===== src/rtl/eae_unit_pkg.sv =====
// Shared definitions for the PDP-8 Extended Arithmetic Element (MUY/DVI).
// Operation select, FSM state encoding and the fixed PDP-8 word width.
package eae_unit_pkg;

    localparam int EAE_WIDTH = 12;

    typedef enum logic {
        EAE_MUY = 1'b0,
        EAE_DVI = 1'b1
    } eae_op_t;

    typedef enum logic [1:0] {
        EAE_IDLE = 2'd0,
        EAE_RUN  = 2'd1,
        EAE_DONE = 2'd2
    } eae_state_t;

endpackage


===== src/rtl/eae_unit.sv =====
// PDP-8 EAE: iterative shift-add multiply (MUY) and restoring divide (DVI),
// one operand bit per clock, sharing one counter, one FSM and one work register pair.
module eae_unit
    import eae_unit_pkg::*;
#(
    parameter int WIDTH = EAE_WIDTH
) (
    input  logic             clock,
    input  logic             resetN,
    input  logic             start,
    input  eae_op_t          op,
    input  logic [WIDTH-1:0] ac_in,
    input  logic [WIDTH-1:0] mq_in,
    input  logic [WIDTH-1:0] operand,
    output logic             busy,
    output logic             done,
    output logic [WIDTH-1:0] ac_mul,
    output logic [WIDTH-1:0] mq_mul,
    output logic [WIDTH-1:0] ac_dvi,
    output logic [WIDTH-1:0] mq_dvi,
    output logic             link_dvi
);

    localparam int CW = $clog2(WIDTH + 1);

    eae_state_t       state;
    eae_state_t       state_next;
    logic [CW-1:0]    count;
    eae_op_t          op_q;
    logic [WIDTH-1:0] divisor_q;

    // hi_q: MUY accumulator / DVI partial remainder (one bit wider than a word).
    // lo_q: MUY multiplier being consumed / DVI quotient being built.
    logic [WIDTH:0]   hi_q;
    logic [WIDTH-1:0] lo_q;

    logic             dvi_overflow;
    logic             last_iter;

    logic [WIDTH:0]   mul_sum;
    logic [WIDTH:0]   mul_hi_next;
    logic [WIDTH-1:0] mul_lo_next;

    logic [WIDTH:0]   div_shift;
    logic [WIDTH:0]   div_diff;
    logic [WIDTH:0]   div_hi_next;
    logic [WIDTH-1:0] div_q_next;

    // A quotient that would not fit in one word is caught before any iteration.
    assign dvi_overflow = (op == EAE_DVI) && (ac_in >= operand);
    assign last_iter    = (state == EAE_RUN) && (count == CW'(1));

    assign busy = (state != EAE_IDLE);
    assign done = (state == EAE_DONE);

    // NOTE: sequential state uses non-blocking (<=) so every register samples
    // pre-edge values; blocking here would create order-dependent races.
    always_ff @(posedge clock or negedge resetN) begin
        if (!resetN) begin
            state <= EAE_IDLE;
        end else begin
            state <= state_next;
        end
    end

    // NOTE: every output of a combinational block gets a default first so no
    // path leaves it unassigned, which would otherwise infer a latch.
    always_comb begin
        state_next = state;
        case (state)
            EAE_IDLE: begin
                if (start) begin
                    state_next = dvi_overflow ? EAE_DONE : EAE_RUN;
                end
            end
            EAE_RUN: begin
                if (count == CW'(1)) begin
                    state_next = EAE_DONE;
                end
            end
            EAE_DONE: state_next = EAE_IDLE;
            default:  state_next = EAE_IDLE;
        endcase
    end

    // MUY step: add the multiplicand when the current multiplier bit is set,
    // then shift the whole {carry,hi,lo} right so the next bit reaches lo_q[0].
    always_comb begin
        mul_sum     = hi_q;
        mul_hi_next = '0;
        mul_lo_next = '0;
        if (lo_q[0]) begin
            mul_sum = hi_q + {1'b0, divisor_q};
        end
        mul_hi_next = {1'b0, mul_sum[WIDTH:1]};
        mul_lo_next = {mul_sum[0], lo_q[WIDTH-1:1]};
    end

    // DVI step: shift {R,Q} left, subtract the divisor when it fits.
    always_comb begin
        div_shift   = {hi_q[WIDTH-1:0], lo_q[WIDTH-1]};
        div_diff    = div_shift - {1'b0, divisor_q};
        div_hi_next = div_shift;
        div_q_next  = {lo_q[WIDTH-2:0], 1'b0};
        if (div_shift >= {1'b0, divisor_q}) begin
            div_hi_next = div_diff;
            div_q_next  = {lo_q[WIDTH-2:0], 1'b1};
        end
    end

    always_ff @(posedge clock or negedge resetN) begin
        if (!resetN) begin
            count     <= '0;
            op_q      <= EAE_MUY;
            divisor_q <= '0;
            hi_q      <= '0;
            lo_q      <= '0;
            ac_mul    <= '0;
            mq_mul    <= '0;
            ac_dvi    <= '0;
            mq_dvi    <= '0;
            link_dvi  <= 1'b0;
        end else begin
            case (state)
                EAE_IDLE: begin
                    if (start) begin
                        op_q      <= op;
                        divisor_q <= operand;
                        hi_q      <= {1'b0, ac_in};
                        lo_q      <= mq_in;
                        if (dvi_overflow) begin
                            count    <= '0;
                            ac_dvi   <= ac_in;
                            mq_dvi   <= mq_in;
                            link_dvi <= 1'b1;
                        end else begin
                            count <= CW'(WIDTH);
                        end
                    end
                end
                EAE_RUN: begin
                    count <= count - CW'(1);
                    if (op_q == EAE_MUY) begin
                        hi_q <= mul_hi_next;
                        lo_q <= mul_lo_next;
                    end else begin
                        hi_q <= div_hi_next;
                        lo_q <= div_q_next;
                    end
                    // Results become visible only once the final iteration lands.
                    if (last_iter) begin
                        if (op_q == EAE_MUY) begin
                            ac_mul <= mul_hi_next[WIDTH-1:0];
                            mq_mul <= mul_lo_next;
                        end else begin
                            ac_dvi   <= div_hi_next[WIDTH-1:0];
                            mq_dvi   <= div_q_next;
                            link_dvi <= 1'b0;
                        end
                    end
                end
                default: begin
                end
            endcase
        end
    end

endmodule


===== config.mk =====
export PLATFORM = sky130hd
export DESIGN_NAME = eae_unit
export DESIGN_NICKNAME = d
export VERILOG_FILES = /design/src/rtl/eae_unit_pkg.sv /design/src/rtl/eae_unit.sv
export SDC_FILE = /design/constraint.sdc
export NUM_CORES = 1
export LEC_CHECK = 0
export BUFFER_PORTS_ARGS = -buffer_cell sky130_fd_sc_hd__buf_4
export CORE_MARGIN = 2
export CORE_UTILIZATION = 50
export CTS_CLUSTER_DIAMETER = 60
export DETAILED_ROUTE_END_ITERATION = 8
export PLACE_DENSITY = 0.74
export SLEW_MARGIN = 20
export SYNTH_ARGS = -nofsm -noshare
export SYNTH_HDL_FRONTEND = slang
export SYNTH_SLANG_ARGS = --single-unit
export TNS_END_PERCENT = 50

===== constraint.sdc =====
create_clock -name clock -period 2.5 [get_ports clock]
set_input_delay 0.375 -clock clock [delete_from_list [all_inputs] [get_ports clock]]
set_output_delay 0.375 -clock clock [all_outputs]
set_load 0.05 [all_outputs]

* Yosys cells after proc, flatten, opt, wreduce, memory -nomap -nowiden *
Index checks and enable logic that the tools add are counted.

word-level totals
  register bits = 93

operators by class
  add/sub/neg operators = 3
  order comparisons = 2
  eq/ne operators = 8
  multiplexer cells = 31
  bitwise operators = 1
  reductions and logical operators = 10

operators by type and width
  operator               number
  $mux W12               10
  $pmux W12 S2           3
  $mux W13               4
  $pmux W13 S2           1
  $add A13 B12 Y13       1
  $ge A13 B12 Y1         1
  $sub A13 B12 Y13       1
  $ge A12 B12 Y1         1
  $mux W4                2
  $ne A2 B2 Y1 const B   4
  $pmux W4 S2            1
  $mux W2                3
  $reduce_and A2 Y1      3
  $mux W1                5
  $reduce_and A5 Y1      1
  $eq A4 B1 Y1 const B   1
  $pmux W2 S2            1
  $reduce_bool A2 Y1     2
  $sub A4 B1 Y4 const B  1
  $reduce_and A3 Y1      1
  $eq A2 B1 Y1 const B   1
  $eq A2 B2 Y1 const B   1
  $logic_and A1 B1 Y1    2
  $logic_not A2 Y1       1
  other kinds (3)        3

* Logic depth before layout (Yosys ltp) *
Gate-level depths: netlist of run 1.

  word-level depth = 5
  gate-level depth with buffers = 10

* Worst setup path before layout of run 1 *
OpenSTA, ideal clock, no wires.

  path type = register to register
  start = register hi_q[0]
  end = register hi_q[11]
  library setup time = 0.082 ns
  arrival = 2.544 ns
  data required time = 2.418 ns
  path slack = -0.126 ns
  cell stages (with the launch flop) = 10
  cells stage by stage = dfrtp_1 -> ha_1 -> fa_1 -> a211oi_1 -> o21ai_0 -> a21oi_1 -> a211oi_1 -> nor3_1 -> mux2_2 -> a31oi_1

between the ends
  cells in the longest elaborated chain, start to end = 4

RTL lines
  item                                            line                             text
  start: declaration                              eae_unit.sv:34                   logic [WIDTH:0] hi_q;
  start signal: assignment                        eae_unit.sv:129                  hi_q <= {1'b0, ac_in};
  start signal: assignment                        eae_unit.sv:144                  hi_q <= mul_hi_next;
  start signal: assignment                        eae_unit.sv:147                  hi_q <= div_hi_next;
  $add A13 B12 Y13, or another cell as far along  eae_unit.sv:93                   mul_sum = hi_q + {1'b0, divisor_q};
  $mux W13 (on tied branches)                     eae_unit.sv:92, eae_unit.sv:105
  $mux W13 (*)                                    eae_unit.sv:143                  if (op_q == EAE_MUY) begin
  $pmux W13 S2 (*)                                eae_unit.sv:124                  case (state)

Mark *: on every way between the ends. The rest lies on a longest branch, timed or not.
A chain may end at the register's enable or synchronous reset.

* Final worst setup path of run 1 *
  start = register hi_q[4]
  end = register ac_dvi[1]

between the ends
  cells in the longest elaborated chain, start to end = 5

RTL lines
  item                    line             text
  $ge A13 B12 Y1          eae_unit.sv:105  if (div_shift >= {1'b0, divisor_q}) begin
  $mux W13                eae_unit.sv:105
  $mux W12                eae_unit.sv:152  if (op_q == EAE_MUY) begin
  $mux W12                eae_unit.sv:151  if (last_iter) begin
  $pmux W12 S2            eae_unit.sv:124
  end signal: assignment  eae_unit.sv:133  ac_dvi <= ac_in;
  end signal: assignment  eae_unit.sv:156  ac_dvi <= div_hi_next[WIDTH-1:0];
  end: declaration        eae_unit.sv:19   output logic [WIDTH-1:0] ac_dvi,

No other way between the ends. The select of a mux whose other input is x is not followed.

==> results.sh, run 1 <==
export IMPL_root_buffer="clkbuf_16"
export IMPL_num_rows=40
export IMPL_fin_skew_ns=0.00688
export IMPL_timing_fmax_ghz=0.390
export IMPL_yosys_warnings=0
export IMPL_final_common_cell="buf_4"
export IMPL_slew_headroom_pct=66.1
export IMPL_synthSimpleGateAreaFrac_pct=16.9
export IMPL_crit_slowest_cell="dfrtp_2"
export IMPL_slew_viol_final=0
export IMPL_cp_max_fo=5
export IMPL_worst_r2r_endpoint="ac_dvi[1]$_DFFE_PN0P_"
export IMPL_portBuffers=90
export IMPL_synthFlopType="dfrtp_1"
export IMPL_synthMuxAreaShare_pct=8.64
export IMPL_synth_compound_area_share_pct=22.4
export IMPL_worstSetupStartpointType="register"
export IMPL_die_area_um2=13300
export IMPL_postSynthCellCount=700
export IMPL_vias_per_cell=5.94
export IMPL_ant_nets=0
export IMPL_holdPathEnd="divisor_q[3]$_DFFE_PN0P_"
export IMPL_nets=961
export IMPL_holdPathStages=3
export IMPL_netlist_area_um2=6180
export IMPL_drtIter0Drc=586
export IMPL_r2r_setup_slack_ns=-0.06
export IMPL_crit_top_cell="buf_4"
export IMPL_cts_buffer_depth=2
export IMPL_ff2ff_path_depth=11
export IMPL_layout_drive_gt1_share_pct=37.9
export IMPL_synth_nets=780
export IMPL_setup_violations=8
export IMPL_failed_checks="negative setup slack"
export IMPL_drcViolationCount=0
export IMPL_cap_violations=0
export IMPL_grt_max_degree=60
export IMPL_ys_ff_latch=93
export IMPL_max_stage_delay_ns=0.46
export IMPL_reg2reg_from="hi_q[4]$_DFFE_PN0P_"
export IMPL_initial_utilization_pct=51.3
export IMPL_io_pins=91
export IMPL_gr_total_overflow=0
export IMPL_core_um2=12100
export IMPL_die_x_um=115
export IMPL_place_gp_congestion=0.918
export IMPL_synthAdderAreaFrac_pct=8.34
export IMPL_antenna_cells=0
export IMPL_place_detailed_hpwl_mm=15.1
export IMPL_areaGrowthSynthToFinish_pct=39.2
export IMPL_synth_top_family_by_area="compound AO/OA/AOI/OAI gates"
export IMPL_ys_types=65
export IMPL_vias=6258
export IMPL_clk_insertion_delay_late_ns=0.35
export IMPL_cp_arrival_ns=2.80
export IMPL_grt_util_all_layers_pct=31.2
export IMPL_synth_enable_flop_cells=0
export IMPL_holdWs_ns=0.233
export IMPL_fin_crit_sh_pct=102
export IMPL_finalCriticalPeriod_ns=2.56
export IMPL_worstPathRequired_ns=2.74
export IMPL_cts_tree="built"
export IMPL_outcome="complete, but fails checks"
export IMPL_mostFrequentLayoutCells="196 x buf_4, 114 x nand2_1, 89 x dfrtp_1"
export IMPL_path_cells="ha_4, and3_4, nand2_4, a311oi_4, buf_4, o21ai_4, buf_6, nand4_1, o311ai_2, buf_4, mux2_2"
export IMPL_clkTransAtPathRegs_ns=0.07
export IMPL_cts_sinks=93
export IMPL_synthXorXnorAreaFrac_pct=1.42
export IMPL_cts_buffers=9
export IMPL_async_flop_share_pct=100
export IMPL_routedWlPerCell_um=19.4
export IMPL_pre_cts_slack_ns=-0.267
export IMPL_first_pass_iters=5
export IMPL_final_hold_violation_count=0
export IMPL_worst_setup_path_type="register to register"
export IMPL_grt_pass1_wl_mm=31.8
export IMPL_cts_htree_levels=3
export IMPL_dieHeight_um=115
export IMPL_hold_start="operand[3]"
export IMPL_first_global_vias=5916
export IMPL_syn_avg_cell_area_um2=8.83
export IMPL_rsz0062_at_grt="yes"
export IMPL_fin_ws_ns=-0.0613
export IMPL_end_kind="register"
export IMPL_synth_seq_area_share_pct=37.6
export IMPL_antenna_found_initial=0
export IMPL_wl_mm=20.4
export IMPL_tightestPinTransition_ns=0.504
export IMPL_hp_class="input pin to register"
synthesized netlist by cell type (all sizes together) (3+ instances only):
library cell	instances	area [µm²]
nand2	118	448
dfrtp	93	2330
o21ai	60	304
inv	39	146
ha	38	475
nor2	37	146
mux2	35	394
a21oi	26	130
clkbuf	25	93.8
a211oi	20	150
a31oi	19	119
nor2b	16	100
mux2i	14	140
a21o	13	98.9
nand3	11	55.1
nor3	11	55.1
buf	10	47.5
nand4	9	56.3
o21a	9	67.6
o211ai	8	60.1
or3	8	51.3
a221o	6	60.1
xnor2	6	52.6
nand2b	5	31.3
o22ai	5	31.3
a221oi	4	41.3
xor2	4	35.0
and2	3	18.8
nor3b	3	22.5
o211a	3	30.0
o21bai	3	22.5
o2bb2ai	3	26.3
o311ai	3	26.3
o31a	3	26.3
o41ai	3	45.1
or2	3	18.8
worst max-delay path by stage:
| stage | startpoint | to | slack [ns] | cells past startpoint |
|---|---|---|---|---|
| after global routing | hi_q[0]$_DFFE_PN0P_ | hi_q[7]$_DFFE_PN0P_ | -0.15 | 10 |
| after floorplan | hi_q[0]$_DFFE_PN0P_ | hi_q[11]$_DFFE_PN0P_ | 0.03 | 9 |
| after global placement | hi_q[0]$_DFFE_PN0P_ | ac_dvi[1]$_DFFE_PN0P_ | -0.27 | 9 |
| after detailed placement | divisor_q[3]$_DFFE_PN0P_ | ac_dvi[1]$_DFFE_PN0P_ | -0.27 | 10 |
| after CTS | hi_q[2]$_DFFE_PN0P_ | hi_q[8]$_DFFE_PN0P_ | -0.07 | 10 |
| final | hi_q[4]$_DFFE_PN0P_ | ac_dvi[1]$_DFFE_PN0P_ | -0.06 | 11 |
kinds of logic after synthesis:
family	Yosys count
AND/OR/NAND/NOR	230
XOR/XNOR	10
flip-flops	93
buffers and inverters	74
AO/OA/AOI/OAI	204
adder cells (fa/ha/maj)	40
multiplexers	49
registers in the layout, summed over array words and instances (netlist names):
name / flops
ac_dvi: 12
ac_mul: 12
count: 4
divisor_q: 12
hi_q: 13
link_dvi: 1
lo_q: 12
mq_dvi: 12
mq_mul: 12
op_q: 1
state: 2
final cells by class:
cell class,count,area [µm²]
clock buffer,9,225
multi-input combinational,533,4020
sequential,93,2330
clock inverter,6,71.3
tap,168,210
inverter,39,149
fill,924,3450
timing repair buffer,205,1610
worst max-delay path, delay by kind of cell (launching register included):
family                     cells  cell delay [ns]
AOI/OAI and AO/OA              3             0.59
buffers and inverters          3             0.49
DFF                            1             0.46
and+or+nand+nor                3             0.36
adders and majority gates      1             0.29
muxes                          1             0.24
what timing repair did:
action | CTS | global route
gates cloned | 1 | 0
buffers inserted | 7 | 5
pin swaps | 17 | 35
hold endpoints to repair | 34 | 0
hold buffers | 1 | 0
gates resized for setup | 47 | 52
setup endpoints to repair | 30 | 28
metrics by stage:
stage | util, % | setup TNS [ns] | area, µm² | instances
after floorplan | - | 0 | 6190 | 700
after global placement | 64.5 | -4.84 | 7770 | 1027
after detailed placement | 64.5 | -5.92 | 7770 | 1027
after CTS | 69.2 | -0.135 | 8350 | 1050
after global routing | 71.4 | -1.81 | 8610 | 1053
final | 71.4 | -0.303 | 8610 | 1053
layer usage:
| layer | up-vias | global-route usage [%] | wire (µm) |
|---|---|---|---|
| li1 | 2887 | - | - |
| met3 | 39 | 3.69 | 1410 |
| met5 | - | 0 | 0 |
| met4 | 0 | 8.51 | 430 |
| met1 | 3042 | 47.7 | 9660 |
| met2 | 290 | 46.8 | 8910 |
Power of run 1 is left out: the tool's default activity adds up to more than one toggle a clock period on the data nets, which glitch-free logic cannot reach.
==> run 2: changes to the inputs <==
CORE_UTILIZATION = 41   (was 50)
PLACE_DENSITY = default   (was 0.74)
==> run 2 against run 1 <==
The run still ends with negative setup slack left; utilization decreased by 12 points; wire length increased by 7.4%; clock skew increased by 0.00079 ns; setup slack got worse by 0.0017 ns.
==> results.sh, run 2 (synthesis gave the netlist of run 1 again) <==
export IMPL_clkTransAtPathRegs_ns=0.07
export IMPL_portBuffers=90
export IMPL_final_common_cell="buf_4"
export IMPL_root_buffer="clkbuf_16"
export IMPL_dieHeight_um=127
export IMPL_largest_reg_flops=13
export IMPL_finalCriticalPeriod_ns=2.56
export IMPL_tns_ns=-0.132
export IMPL_num_rows=44
export IMPL_grt_util_all_layers_pct=26.7
export IMPL_end_kind="register"
export IMPL_clk_insertion_delay_late_ns=0.35
export IMPL_grt_pass1_wl_mm=33.4
export IMPL_first_pass_iters=6
export IMPL_crit_slowest_cell="dfrtp_2"
export IMPL_wl_mm=21.9
export IMPL_cts_htree_levels=3
export IMPL_slew_viol_final=0
export IMPL_final_hold_violation_count=0
export IMPL_mostFrequentLayoutCells="191 x buf_4, 115 x nand2_1, 91 x dfrtp_1"
export IMPL_holdWs_ns=0.233
export IMPL_setup_violations=3
export IMPL_cts_buffers=9
export IMPL_cts_sinks=93
export IMPL_cap_violations=0
export IMPL_worst_setup_path_type="register to register"
export IMPL_initial_utilization_pct=42.2
export IMPL_worst_r2r_endpoint="hi_q[7]$_DFFE_PN0P_"
export IMPL_cp_arrival_ns=2.80
export IMPL_r2r_setup_slack_ns=-0.06
export IMPL_drcViolationCount=0
export IMPL_max_stage_delay_ns=0.46
export IMPL_fin_crit_sh_pct=103
export IMPL_failed_checks="negative setup slack"
export IMPL_vias_per_cell=5.79
export IMPL_slew_headroom_pct=61.4
export IMPL_ant_nets=0
export IMPL_die_area_um2=16100
export IMPL_place_detailed_hpwl_mm=16.1
export IMPL_gr_total_overflow=0
export IMPL_largest_register="hi_q"
export IMPL_reg2reg_from="hi_q[0]$_DFFE_PN0P_"
export IMPL_path_buf_inv=1
export IMPL_dpl_cell_area_um2=7810
export IMPL_vias=6186
export IMPL_fin_ws_ns=-0.0630
export IMPL_path_cells="ha_4, fa_2, a211oi_4, o21ai_2, a21oi_2, nor4_1, nor3_1, buf_4, mux2i_1, a221o_1"
export IMPL_core_um2=14600
export IMPL_die_x_um=127
export IMPL_antenna_cells=0
export IMPL_io_pins=91
export IMPL_cts_buffer_depth=2
export IMPL_ff2ff_path_depth=10
export IMPL_outcome="complete, but fails checks"
export IMPL_drtIter0Drc=495
export IMPL_rsz0062_at_grt="yes"
export IMPL_routedWlPerCell_um=20.5
export IMPL_holdPathEnd="divisor_q[8]$_DFFE_PN0P_"
export IMPL_nets=960
export IMPL_design_area_um2=8690
export IMPL_critPathTopFamily="compound AO/OA/AOI/OAI gates"
export IMPL_cts_tree="built"
export IMPL_grt_max_degree=47
export IMPL_first_global_vias=5913
export IMPL_antenna_found_initial=0
export IMPL_areaGrowthSynthToFinish_pct=40.5
export IMPL_fin_skew_ns=0.00768
export IMPL_hp_class="input pin to register"
export IMPL_tightestPinTransition_ns=0.579
export IMPL_layout_drive_gt1_share_pct=38.3
export IMPL_place_gp_congestion=0.950
export IMPL_worstSetupStartpointType="register"
export IMPL_timing_fmax_ghz=0.390
export IMPL_hold_start="operand[8]"
export IMPL_worstPathRequired_ns=2.74
export IMPL_holdPathStages=3
export IMPL_cp_max_fo=4
-- run 2: changes by cell type in the layout (fill, tap and decap cells not counted), sizes merged --
cell / before / now
clkinvlp: 2 / 0
inv: 41 / 43
buf: 204 / 203
clkbuf: 9 / 10
-- run 2: cell type report --
class / instances / area, µm²
sequential: 93 / 2330
tap: 184 / 230
clock inverter: 6 / 76.3
fill: 1274 / 5960
inverter: 39 / 146
timing repair buffer: 204 / 1630
clock buffer: 10 / 239
multi-input combinational: 533 / 4030
-- run 2: worst max path at each step --
stage,startpoint,end,slack (ns),cells past startpoint
after floorplan,hi_q[0]$_DFFE_PN0P_,hi_q[11]$_DFFE_PN0P_,0.03,9
after global placement,hi_q[2]$_DFFE_PN0P_,hi_q[8]$_DFFE_PN0P_,-0.17,10
after detailed placement,hi_q[2]$_DFFE_PN0P_,ac_mul[8]$_DFFE_PN0P_,-0.23,10
after CTS,hi_q[0]$_DFFE_PN0P_,hi_q[7]$_DFFE_PN0P_,-0.1,10
after global routing,hi_q[0]$_DFFE_PN0P_,hi_q[7]$_DFFE_PN0P_,-0.18,10
final,hi_q[0]$_DFFE_PN0P_,hi_q[7]$_DFFE_PN0P_,-0.06,10
-- run 2: metal layers --
metal / vias to the layer above / part of all wire [%] / GRT usage (%) / routed length (µm)
met5: - / 0 / 0 / 0
met4: 0 / 2.0 / 8.47 / 431
met3: 30 / 5.7 / 4.09 / 1240
met2: 233 / 44 / 38.7 / 9580
met1: 3031 / 49 / 40.7 / 10700
li1: 2892 / - / - / -
-- run 2: metrics by stage --
step	worst slack, ns	util [%]	std cells
2_1_floorplan	0.0256	-	700
3_3_place_gp	-0.173	53.3	1042
3_5_place_dp	-0.230	53.3	1042
4_1_cts	-0.0975	57.1	1063
5_1_grt	-0.185	59.3	1069
6_report	-0.0630	59.3	1069
-- run 2: worst reg2reg max path, delay by kind of cell, from the launching register on --
family / cells / cell delay (ns)
AO/OA/AOI/OAI: 4 / 0.90
multiplexers: 1 / 0.06
buffers and inverters: 1 / 0.16
adder cells (fa/ha/maj): 2 / 0.55
AND/OR/NAND/NOR: 2 / 0.33
flip-flops: 1 / 0.46
-- run 2: repair_timing --
item,4_1_cts,5_1_grt
endpoints found under the setup margin,21,29
gates resized for setup,43,58
pin swaps,14,26
endpoints found under the hold margin,13,0
setup buffers,4,7
hold buffers,1,0
Power of run 2 is left out for the same reason.
==> run 3: changes to the inputs <==
PLACE_DENSITY = 0.68   (was default)
==> run 3 against run 2 <==
Cell area down 0.53%; critical path type unchanged; utilization down 0.32 points; clock-buffer cell count shrank 1; final cell count is 0.56% higher; via count grew 0.63%; first-iteration DRC count rose by 5.1%; critical path depth unchanged; the flow still finishes with violations (negative setup slack).
==> results.sh, run 3 (synthesis gave the netlist of run 1 again) <==
export IMPL_outcome="complete, but fails checks"
export IMPL_failed_checks="negative setup slack"
export IMPL_mostFrequentLayoutCells="202 x buf_4, 114 x nand2_1, 90 x dfrtp_1"
export IMPL_cap_violations=0
export IMPL_wl_mm=21.8
export IMPL_portBuffers=90
export IMPL_place_detailed_hpwl_mm=16.1
export IMPL_cts_sinks=93
export IMPL_worstPathRequired_ns=2.74
export IMPL_layout_drive_gt1_share_pct=38.3
export IMPL_drtIter0Drc=520
export IMPL_routedWlPerCell_um=20.2
export IMPL_fin_ws_ns=-0.127
export IMPL_slew_headroom_pct=61.4
export IMPL_finalCriticalPeriod_ns=2.63
export IMPL_worstSetupStartpointType="register"
export IMPL_vias=6225
export IMPL_setup_violations=9
export IMPL_die_x_um=127
export IMPL_die_area_um2=16100
export IMPL_final_common_cell="buf_4"
export IMPL_place_gp_congestion=0.943
export IMPL_cp_arrival_ns=2.87
export IMPL_ant_nets=0
export IMPL_cp_max_fo=3
export IMPL_path_cells="ha_2, fa_2, a211oi_4, o21ai_2, a21oi_2, nor4_2, nor3_4, buf_4, mux2i_1, a221o_1"
export IMPL_antenna_cells=0
export IMPL_grt_pass1_wl_mm=34.5
export IMPL_clk_insertion_delay_late_ns=0.36
export IMPL_grt_max_degree=56
export IMPL_cts_htree_levels=3
export IMPL_vias_per_cell=5.79
export IMPL_end_kind="register"
export IMPL_first_pass_iters=5
export IMPL_rsz0062_at_grt="yes"
export IMPL_holdWs_ns=0.00259
export IMPL_drcViolationCount=0
export IMPL_largest_register="hi_q"
export IMPL_hold_buffers=0
export IMPL_ff2ff_path_depth=10
export IMPL_grt_util_all_layers_pct=27.7
export IMPL_pre_cts_slack_ns=-0.295
export IMPL_fin_crit_sh_pct=105
export IMPL_core_um2=14600
export IMPL_initial_utilization_pct=42.2
export IMPL_nets=966
export IMPL_cts_buffers=9
export IMPL_timing_fmax_ghz=0.381
export IMPL_root_buffer="clkbuf_16"
export IMPL_crit_slowest_cell="dfrtp_1"
export IMPL_io_pins=91
export IMPL_fin_skew_ns=0.00857
export IMPL_gr_total_overflow=0
export IMPL_fillCellCount=1293
export IMPL_cts_tree="built"
export IMPL_areaGrowthSynthToFinish_pct=39.7
export IMPL_tightestPinTransition_ns=0.579
export IMPL_antenna_found_initial=0
export IMPL_first_global_vias=6074
export IMPL_num_rows=44
export IMPL_worst_setup_path_type="register to register"
export IMPL_clkTransAtPathRegs_ns=0.07
export IMPL_final_hold_violation_count=0
export IMPL_largest_reg_flops=13
export IMPL_dieHeight_um=127
export IMPL_tns_ns=-0.457
export IMPL_hp_class="input pin to async pin"
export IMPL_max_stage_delay_ns=0.41
export IMPL_slew_viol_final=0
export IMPL_cts_buffer_depth=2
[run 3: repair_timing]
item                                    CTS  global route
pin swaps                                14            22
endpoints found under the setup margin   28            32
gates cloned                              0             0
setup buffers                             8             8
resized for setup                        39            57
[run 3: critical path, delay by kind of cell, from the launching register on]
kind / cells / cell delay (ns)
adders and majority gates: 2 / 0.62
and+or+nand+nor: 2 / 0.34
muxes: 1 / 0.07
buffers and inverters: 1 / 0.15
AOI/OAI and AO/OA: 4 / 0.92
DFF: 1 / 0.41
[run 3: cell type report]
| class | count | area, µm² | area share (%) |
|---|---|---|---|
| sequential | 93 | 2330 | 27.0 |
| inverter | 39 | 146 | 1.69 |
| timing repair buffer | 210 | 1620 | 18.8 |
| clock buffer | 9 | 225 | 2.61 |
| clock inverter | 7 | 86.3 | 0.999 |
| multi-input combinational | 533 | 4000 | 46.3 |
| tap | 184 | 230 | 2.66 |
[run 3: layer usage]
metal | share of wire [%] | track usage (%) | vias up
li1 | - | - | 2907
met1 | 47 | 41.3 | 3033
met2 | 45 | 42.6 | 258
met3 | 6.4 | 3.21 | 27
met4 | 1.8 | 7.56 | 0
met5 | 0 | 0 | -
[run 3: final timing paths]
| path | start | slack, ns | endpoint |
|---|---|---|---|
| max | divisor_q[0]$_DFFE_PN0P_ | -0.13 | hi_q[7]$_DFFE_PN0P_ |
| min | resetN | 0.003 | ac_dvi[9]$_DFFE_PN0P_ |
| max reg2reg | divisor_q[0]$_DFFE_PN0P_ | -0.13 | hi_q[7]$_DFFE_PN0P_ |
| min reg2reg | ac_mul[1]$_DFFE_PN0P_ | 0.48 | ac_mul[1]$_DFFE_PN0P_ |
| max in group asynchronous | resetN | 1.76 | hi_q[1]$_DFFE_PN0P_ |
| min in group clock | operand[8] | 0.23 | divisor_q[8]$_DFFE_PN0P_ |
[run 3: through the flow]
stage	utilization [%]	instances	instance area (µm²)
after floorplan	-	700	6190
after global placement	53.2	1045	7780
after detailed placement	53.2	1045	7780
after CTS	56.9	1069	8340
after global routing	59.0	1075	8640
final	59.0	1075	8640
Power of run 3 is left out for the same reason.
